**src/rtl/axistream_forwarder.sv**
```systemverilog
// rtl/axistream_forwarder.sv - claims forwarder packets, reads packet memory, emits AXI-Stream
// Optional FWD_STATS_EN adds pkt_count/byte_count outputs.
module axistream_forwarder #(
    parameter int PACKET_MEM_BYTES   = 2048,
    parameter int PACKMEM_DATA_WIDTH = 64,
    parameter int PLEN_WIDTH         = 32,
    parameter int FIFO_DEPTH         = 4,
    localparam int BPW               = PACKMEM_DATA_WIDTH / 8,
    localparam int PACKMEM_ADDR_WIDTH = $clog2(PACKET_MEM_BYTES) - $clog2(BPW)
) (
    input  logic                          clk,
    input  logic                          rst,
    input  logic                          rdy_for_fwd,
    output logic                          rdy_for_fwd_ack,
    input  logic [PLEN_WIDTH-1:0]         fwd_byte_len,
    output logic [PACKMEM_ADDR_WIDTH-1:0] fwd_addr,
    output logic                          fwd_rd_en,
    input  logic [PACKMEM_DATA_WIDTH-1:0] fwd_rd_data,
    input  logic                          fwd_rd_data_vld,
    output logic                          fwd_done,
    output logic [PACKMEM_DATA_WIDTH-1:0] m_axis_tdata,
    output logic [BPW-1:0]                m_axis_tkeep,
    output logic                          m_axis_tlast,
    output logic                          m_axis_tvalid,
    input  logic                          m_axis_tready
`ifdef FWD_STATS_EN
    ,
    output logic [31:0]                   pkt_count,
    output logic [31:0]                   byte_count
`endif
);

    localparam int BPW_LOG = $clog2(BPW);
    localparam int LW      = $clog2(PACKET_MEM_BYTES) + 1;
    localparam int CW      = PACKMEM_ADDR_WIDTH + 1;
    localparam int FAW     = $clog2(FIFO_DEPTH);
    localparam int FCW     = FAW + 1;

    typedef enum logic [2:0] {IDLE, ACK, LEN, READ, DRAIN, DONE} state_t;
    state_t state;

    logic [LW-1:0]  len_q;
    logic [CW-1:0]  nwords, issue_cnt, rx_cnt, pop_cnt;
    logic [FCW-1:0] outstanding, fifo_count;
    logic [FAW-1:0] wr_ptr, rd_ptr;

    logic [PACKMEM_DATA_WIDTH-1:0] mem_data [FIFO_DEPTH];
    logic [BPW-1:0]                mem_keep [FIFO_DEPTH];
    logic                          mem_last [FIFO_DEPTH];

    logic [LW-1:0]  len_clamped;
    logic [CW-1:0]  nwords_next;
    logic [FCW:0]   credit_used;
    logic [BPW_LOG-1:0] len_rem;
    logic [BPW-1:0] keep_final, push_keep;
    logic           issue, push, pop, push_last;

    always_comb begin
        len_clamped = (fwd_byte_len > PLEN_WIDTH'(PACKET_MEM_BYTES)) ? LW'(PACKET_MEM_BYTES)
                                                                     : fwd_byte_len[LW-1:0];
        nwords_next = CW'((len_clamped + LW'(BPW - 1)) >> BPW_LOG);
        credit_used = {1'b0, outstanding} + {1'b0, fifo_count};
        issue       = (state == READ) && (credit_used < (FCW+1)'(FIFO_DEPTH));
        // Read data is only meaningful while this packet is in flight.
        push        = fwd_rd_data_vld && ((state == READ) || (state == DRAIN));
        pop         = (fifo_count != '0) && m_axis_tready;
        len_rem     = len_q[BPW_LOG-1:0];
        keep_final  = (len_rem == '0) ? {BPW{1'b1}} : ~({BPW{1'b1}} >> len_rem);
        push_last   = (rx_cnt == nwords - CW'(1));
        push_keep   = push_last ? keep_final : {BPW{1'b1}};
    end

    assign m_axis_tvalid = (fifo_count != '0);
    assign m_axis_tdata  = m_axis_tvalid ? mem_data[rd_ptr] : '0;
    assign m_axis_tkeep  = m_axis_tvalid ? mem_keep[rd_ptr] : '0;
    assign m_axis_tlast  = m_axis_tvalid & mem_last[rd_ptr];

    always_ff @(posedge clk) begin
        if (push) begin
            mem_data[wr_ptr] <= fwd_rd_data;
            mem_keep[wr_ptr] <= push_keep;
            mem_last[wr_ptr] <= push_last;
        end
    end

    always_ff @(posedge clk) begin
        if (rst) begin
            state           <= IDLE;
            rdy_for_fwd_ack <= 1'b0;
            fwd_done        <= 1'b0;
            fwd_rd_en       <= 1'b0;
            fwd_addr        <= '0;
            len_q           <= '0;
            nwords          <= '0;
            issue_cnt       <= '0;
            rx_cnt          <= '0;
            pop_cnt         <= '0;
            outstanding     <= '0;
            fifo_count      <= '0;
            wr_ptr          <= '0;
            rd_ptr          <= '0;
`ifdef FWD_STATS_EN
            pkt_count       <= '0;
            byte_count      <= '0;
`endif
        end else begin
            rdy_for_fwd_ack <= 1'b0;
            fwd_done        <= 1'b0;
            fwd_rd_en       <= 1'b0;

            case (state)
                IDLE: begin
                    if (rdy_for_fwd) begin
                        rdy_for_fwd_ack <= 1'b1;
                        state           <= ACK;
                    end
                end
                ACK: state <= LEN;
                LEN: begin
                    len_q     <= len_clamped;
                    nwords    <= nwords_next;
                    issue_cnt <= '0;
                    rx_cnt    <= '0;
                    pop_cnt   <= '0;
                    if (len_clamped == '0) begin
                        fwd_done <= 1'b1;
                        state    <= DONE;
                    end else begin
                        state    <= READ;
                    end
                end
                READ: begin
                    if (issue) begin
                        fwd_rd_en <= 1'b1;
                        fwd_addr  <= issue_cnt[PACKMEM_ADDR_WIDTH-1:0];
                        issue_cnt <= issue_cnt + CW'(1);
                        if (issue_cnt == nwords - CW'(1))
                            state <= DRAIN;
                    end
                end
                DRAIN: begin
                    if (pop_cnt == nwords) begin
                        fwd_done <= 1'b1;
                        state    <= DONE;
                    end
                end
                DONE: begin
                    state <= IDLE;
`ifdef FWD_STATS_EN
                    pkt_count  <= pkt_count + 32'd1;
                    byte_count <= byte_count + 32'(len_q);
`endif
                end
                default: state <= IDLE;
            endcase

            // Credits are taken at issue time, so the FIFO always has room for returning data.
            outstanding <= outstanding + FCW'(issue) - FCW'(push);
            fifo_count  <= fifo_count + FCW'(push) - FCW'(pop);
            if (push) begin
                wr_ptr <= wr_ptr + FAW'(1);
                rx_cnt <= rx_cnt + CW'(1);
            end
            if (pop) begin
                rd_ptr  <= rd_ptr + FAW'(1);
                pop_cnt <= pop_cnt + CW'(1);
            end
        end
    end

endmodule

```
**config.mk**
```make
export PLATFORM = sky130hd
export DESIGN_NAME = axistream_forwarder
export DESIGN_NICKNAME = d
export VERILOG_FILES = /design/src/rtl/axistream_forwarder.sv
export SDC_FILE = /design/constraint.sdc
export NUM_CORES = 1
export LEC_CHECK = 0
export BUFFER_PORTS_ARGS = -buffer_cell sky130_fd_sc_hd__buf_2
export CORE_MARGIN = 2
export CORE_UTILIZATION = 58
export DETAILED_ROUTE_END_ITERATION = 8
export HOLD_SLACK_MARGIN = 0.02
export PLACE_DENSITY = 0.8
export SLEW_MARGIN = 20
export SYNTH_ARGS = -nofsm -noshare
export SYNTH_HDL_FRONTEND = slang
export SYNTH_SLANG_ARGS = --single-unit
```
**constraint.sdc**
```tcl
create_clock -name clk -period 4.24 [get_ports clk]
set_input_delay 0.424 -clock clk [delete_from_list [all_inputs] [get_ports clk]]
set_output_delay 0.424 -clock clk [all_outputs]
set_load 0.005 [all_outputs]
```
==> summary.txt <==
Timing
  • Setup TNS: 0 ns
  • Fin. Hold Viols: 0
  • Worst-margin pin slew: 1.04 ns
  • Relative slew slack: 0.309
  • Pins Over Slew Limit: 0
  • Final setup fails: 0
  • Final Skew: about 0.023 ns
  • Crit share post-route: 0.717
  • Post-layout worst setup margin: 1.20 ns
  • RSZ-0062 raised after global routing: no
  • Peak Freq: 329 MHz
  • Final min period: 3.04 ns
  • Hold Slack: 0.128 ns

Placed design
  • GP Congestion: about 0.9
  • Dpl ws: 1.22 ns
  • # port buffers: about 190
  • Hpwl dp: between 15000 and 20000 um
  • Placed cells: 1391

Setup path
  • Critical path type: reg2reg
  • CP delay by family, top: compound AO/OA/AOI/OAI gates
  • R2R depth: 8
  • Worst Path Max Fanout: 11
  • Critical Path Stages: 8
  • Crit. End Element: flip-flop
  • Buf/Inv on CP: 1
  • Sequence of cells on the critical path: inv_1 > ha_1 > o21bai_1 > a311oi_1 > nor2_1 > a2111oi_2 > nand2_2 > or4_1
  • WP data arrival: 3.26 ns
  • CP peak stage delay: between 0.5 and 0.6 ns
  • CP Launch Type: flip-flop
  • Worst EP required: between 4 and 5 ns
  • FF-to-FF End: mem_keep[1][6]$_DFFE_PP_
  • R2R setup slack: around 1.2 ns
  • Worst R2R Start: nwords[0]$_SDFFE_PP0P_
  • CP max-delay cell: dfxtp_1

Synth
  • Cell taking the most area after synthesis: edfxtp_1
  • Async SR Flop Fraction: 0
  • Synth cell count leaders: edfxtp_1 (288), and2_1 (76), mux4_2 (72)
  • Post-Syn Instances: around 920
  • Synth Net Count: just over 1k
  • Yosys top cell area share: 0.590
  • Most numerous cell in the Yosys netlist: edfxtp_1
  • Warnings from Yosys: 0
  • Syn_area_per_cell: 15.9 sq um
  • Synth Register Bits: 353
  • Sequential cell area fraction in the yosys report: 0.679
  • Top flip-flop cell by instance count after synthesis: edfxtp_1
  • Netlist Area Pre-Place: roughly 15000 sq um
  • Count of cell types in the netlist: 64
  • Post-synth EDFFs: 288
  • Largest cells by area after synthesis: edfxtp_1 (59%), mux4_2 (11%), dfxtp_1 (8.9%), and2_1 (3.2%), xnor2_1 (1.7%)

Pwr
  • Maximum vdd drop: 0.000426 V
  • Sw Ratio: 0.264
  • Clock power share: 0.335
  • Pint: 0.00651 W
  • Seq pwr share: 0.442
  • Gate power share: 0.223
  • Pwr Density: 520 nW/um^2
  • Sw Pwr: 0.00233 W
  • Leakage: 5.94 nW

Worst hold path
  • Min-delay src: fwd_rd_data[38]
  • Hold Crit Depth: 1
  • Hold Path End: mem_data[3][38]$_DFFE_PP_
  • Hold WC Path Type: in2reg

Route
  • Iteration-0 DRC Markers: 701
  • Total wire length: 31000 um
  • Final antenna-violating net count: 0
  • WL per Instance: 21.3 um
  • DRC viols: 0
  • Via count: 8522
  • Pre-antenna DRT Iters: 6
  • Via density per instance: 5.85

Global routing
  • Vias in the first global route: 8712
  • First-pass GRT wire length: 47800 um
  • Largest net degree at the start of global routing: 74
  • Total track usage: 0.236
  • Initial antenna violation count: 5
  • Total gr overflow: 0

Outcome
  • Status: finished, final reports clean

CTS
  • CTS Buf Count: 35
  • Clock latency on the worst-skew pair: 0.52 ns
  • CTS tree: built
  • Postcts setup bufs: 0
  • Clk pin slew, worst setup/hold paths: 0.06 ns
  • Max clock buf depth: 3
  • Post-CTS Hold Fix Bufs: 0
  • CTS sink cnt: 353
  • # H-tree levels: 2
  • Root Driver: clkbuf_16
  • Cts repair resizes: 0

Floorplan
  • Die ar.: around 27000 sq um
  • Starting Density: 0.587
  • I/O pins: 186
  • Row count: between 50 and 60
  • Die height: 163 um
  • Die width: 163 um
  • Core area: 25000 sq um

Finish
  • Non-filler instance count after layout: 1456
  • Area grow syn2layout: 16.1%
  • Final core occ: 0.682
  • Ratio of cells with drive above 1 in the final layout: 0.299
  • Final #Nets: 1217

Flow run
  • Max-Cap Viols: 0
==> placed cells by master, fill, tap and decap left out, types with 17 or more instances in the layout <==
cell type	count
nand2_1	34
inv_1	20
nor2_1	61
clkbuf_16	35
dfxtp_1	63
and2_1	72
mux4_2	72
buf_2	185
xnor2_1	28
edfxtp_1	288
o21ai_0	17
xor2_1	26
nand3_1	25
a21oi_1	17
==> cell type report <==
cell class	instances	area (sq um)
fill	1633	7950
inverter	20	75.1
tap	330	413
timing repair buffer	194	1060
clock inverter	20	190
antenna	4	10.0
clock buffer	41	898
sequential	353	9960
multi-input combinational	494	4420
==> per-stage QoR <==
step,area (sq um),total power (W)
after global routing,17000,0.00920
final,17000,0.00884
after floorplan,14700,0.00516
after global placement,15900,0.00591
after detailed placement,15900,0.00595
after CTS,17000,0.00892
==> kinds of logic after synthesis <==
kind of cell | count (synthesis) | synth area share
AO/OA/AOI/OAI | 67 | 0.0302
XOR/XNOR | 55 | 0.0339
adder cells (fa/ha/maj) | 19 | 0.0171
buffers and inverters | 72 | 0.0206
flip-flops | 353 | 0.679
multiplexers | 87 | 0.121
AND/OR/NAND/NOR | 266 | 0.0978
==> worst max-delay path by stage <==
| stage | startpoint | to | slack (ns) |
|---|---|---|---|
| final | nwords[0]$_SDFFE_PP0P_ | mem_keep[1][6]$_DFFE_PP_ | 1.20 |
| after floorplan | state[2]$_SDFFE_PP0P_ | mem_data[0][0]$_DFFE_PP_ | 0.59 |
| after detailed placement | nwords[0]$_SDFFE_PP0P_ | mem_keep[0][6]$_DFFE_PP_ | 1.22 |
| after CTS | nwords[0]$_SDFFE_PP0P_ | mem_keep[1][6]$_DFFE_PP_ | 1.20 |
| after global placement | nwords[0]$_SDFFE_PP0P_ | mem_keep[0][6]$_DFFE_PP_ | 1.27 |
| after global routing | state[2]$_SDFFE_PP0P_ | outstanding[2]$_SDFF_PP0_ | 0.99 |
==> metal layers <==
| metal | up-vias | global-route usage | share of wire |
|---|---|---|---|
| li1 | 3851 | - | - |
| met1 | 4221 | 0.302 | 0.38 |
| met2 | 383 | 0.408 | 0.52 |
| met3 | 65 | 0.0423 | 0.075 |
| met4 | 2 | 0.0821 | 0.026 |
| met5 | - | 0 | 0.00042 |
==> registers in the layout, indices dropped and copies added (netlist names), 2 cells and up, named ones only <==
name,cells
state,3
wr_ptr,2
fifo_count,3
nwords,9
mem_data,256
outstanding,3
fwd_addr,8
rx_cnt,9
mem_last,4
mem_keep,28
issue_cnt,9
pop_cnt,9
len_q,3
rd_ptr,2
==> power by group through the flow <==
| stage | combinational (W) | sequential (W) | clock, W |
|---|---|---|---|
| floorplan | 0.00126 | 0.00391 | 0 |
| global route | 0.00216 | 0.00392 | 0.00311 |
| finish | 0.00197 | 0.00391 | 0.00296 |
| CTS | 0.00200 | 0.00391 | 0.00301 |
| global placement | 0.00193 | 0.00398 | 0 |
| detailed placement | 0.00196 | 0.00399 | 0 |
==> worst reg2reg max path, cell delays in order (launching register included) <==
cell and delay, ns:
dfxtp_1 0.56, inv_1 0.14, ha_1 0.36, o21bai_1 0.23, a311oi_1 0.28, nor2_1 0.08
a2111oi_2 0.46, nand2_2 0.16, or4_1 0.49
(Power assumes the default switching activity.)
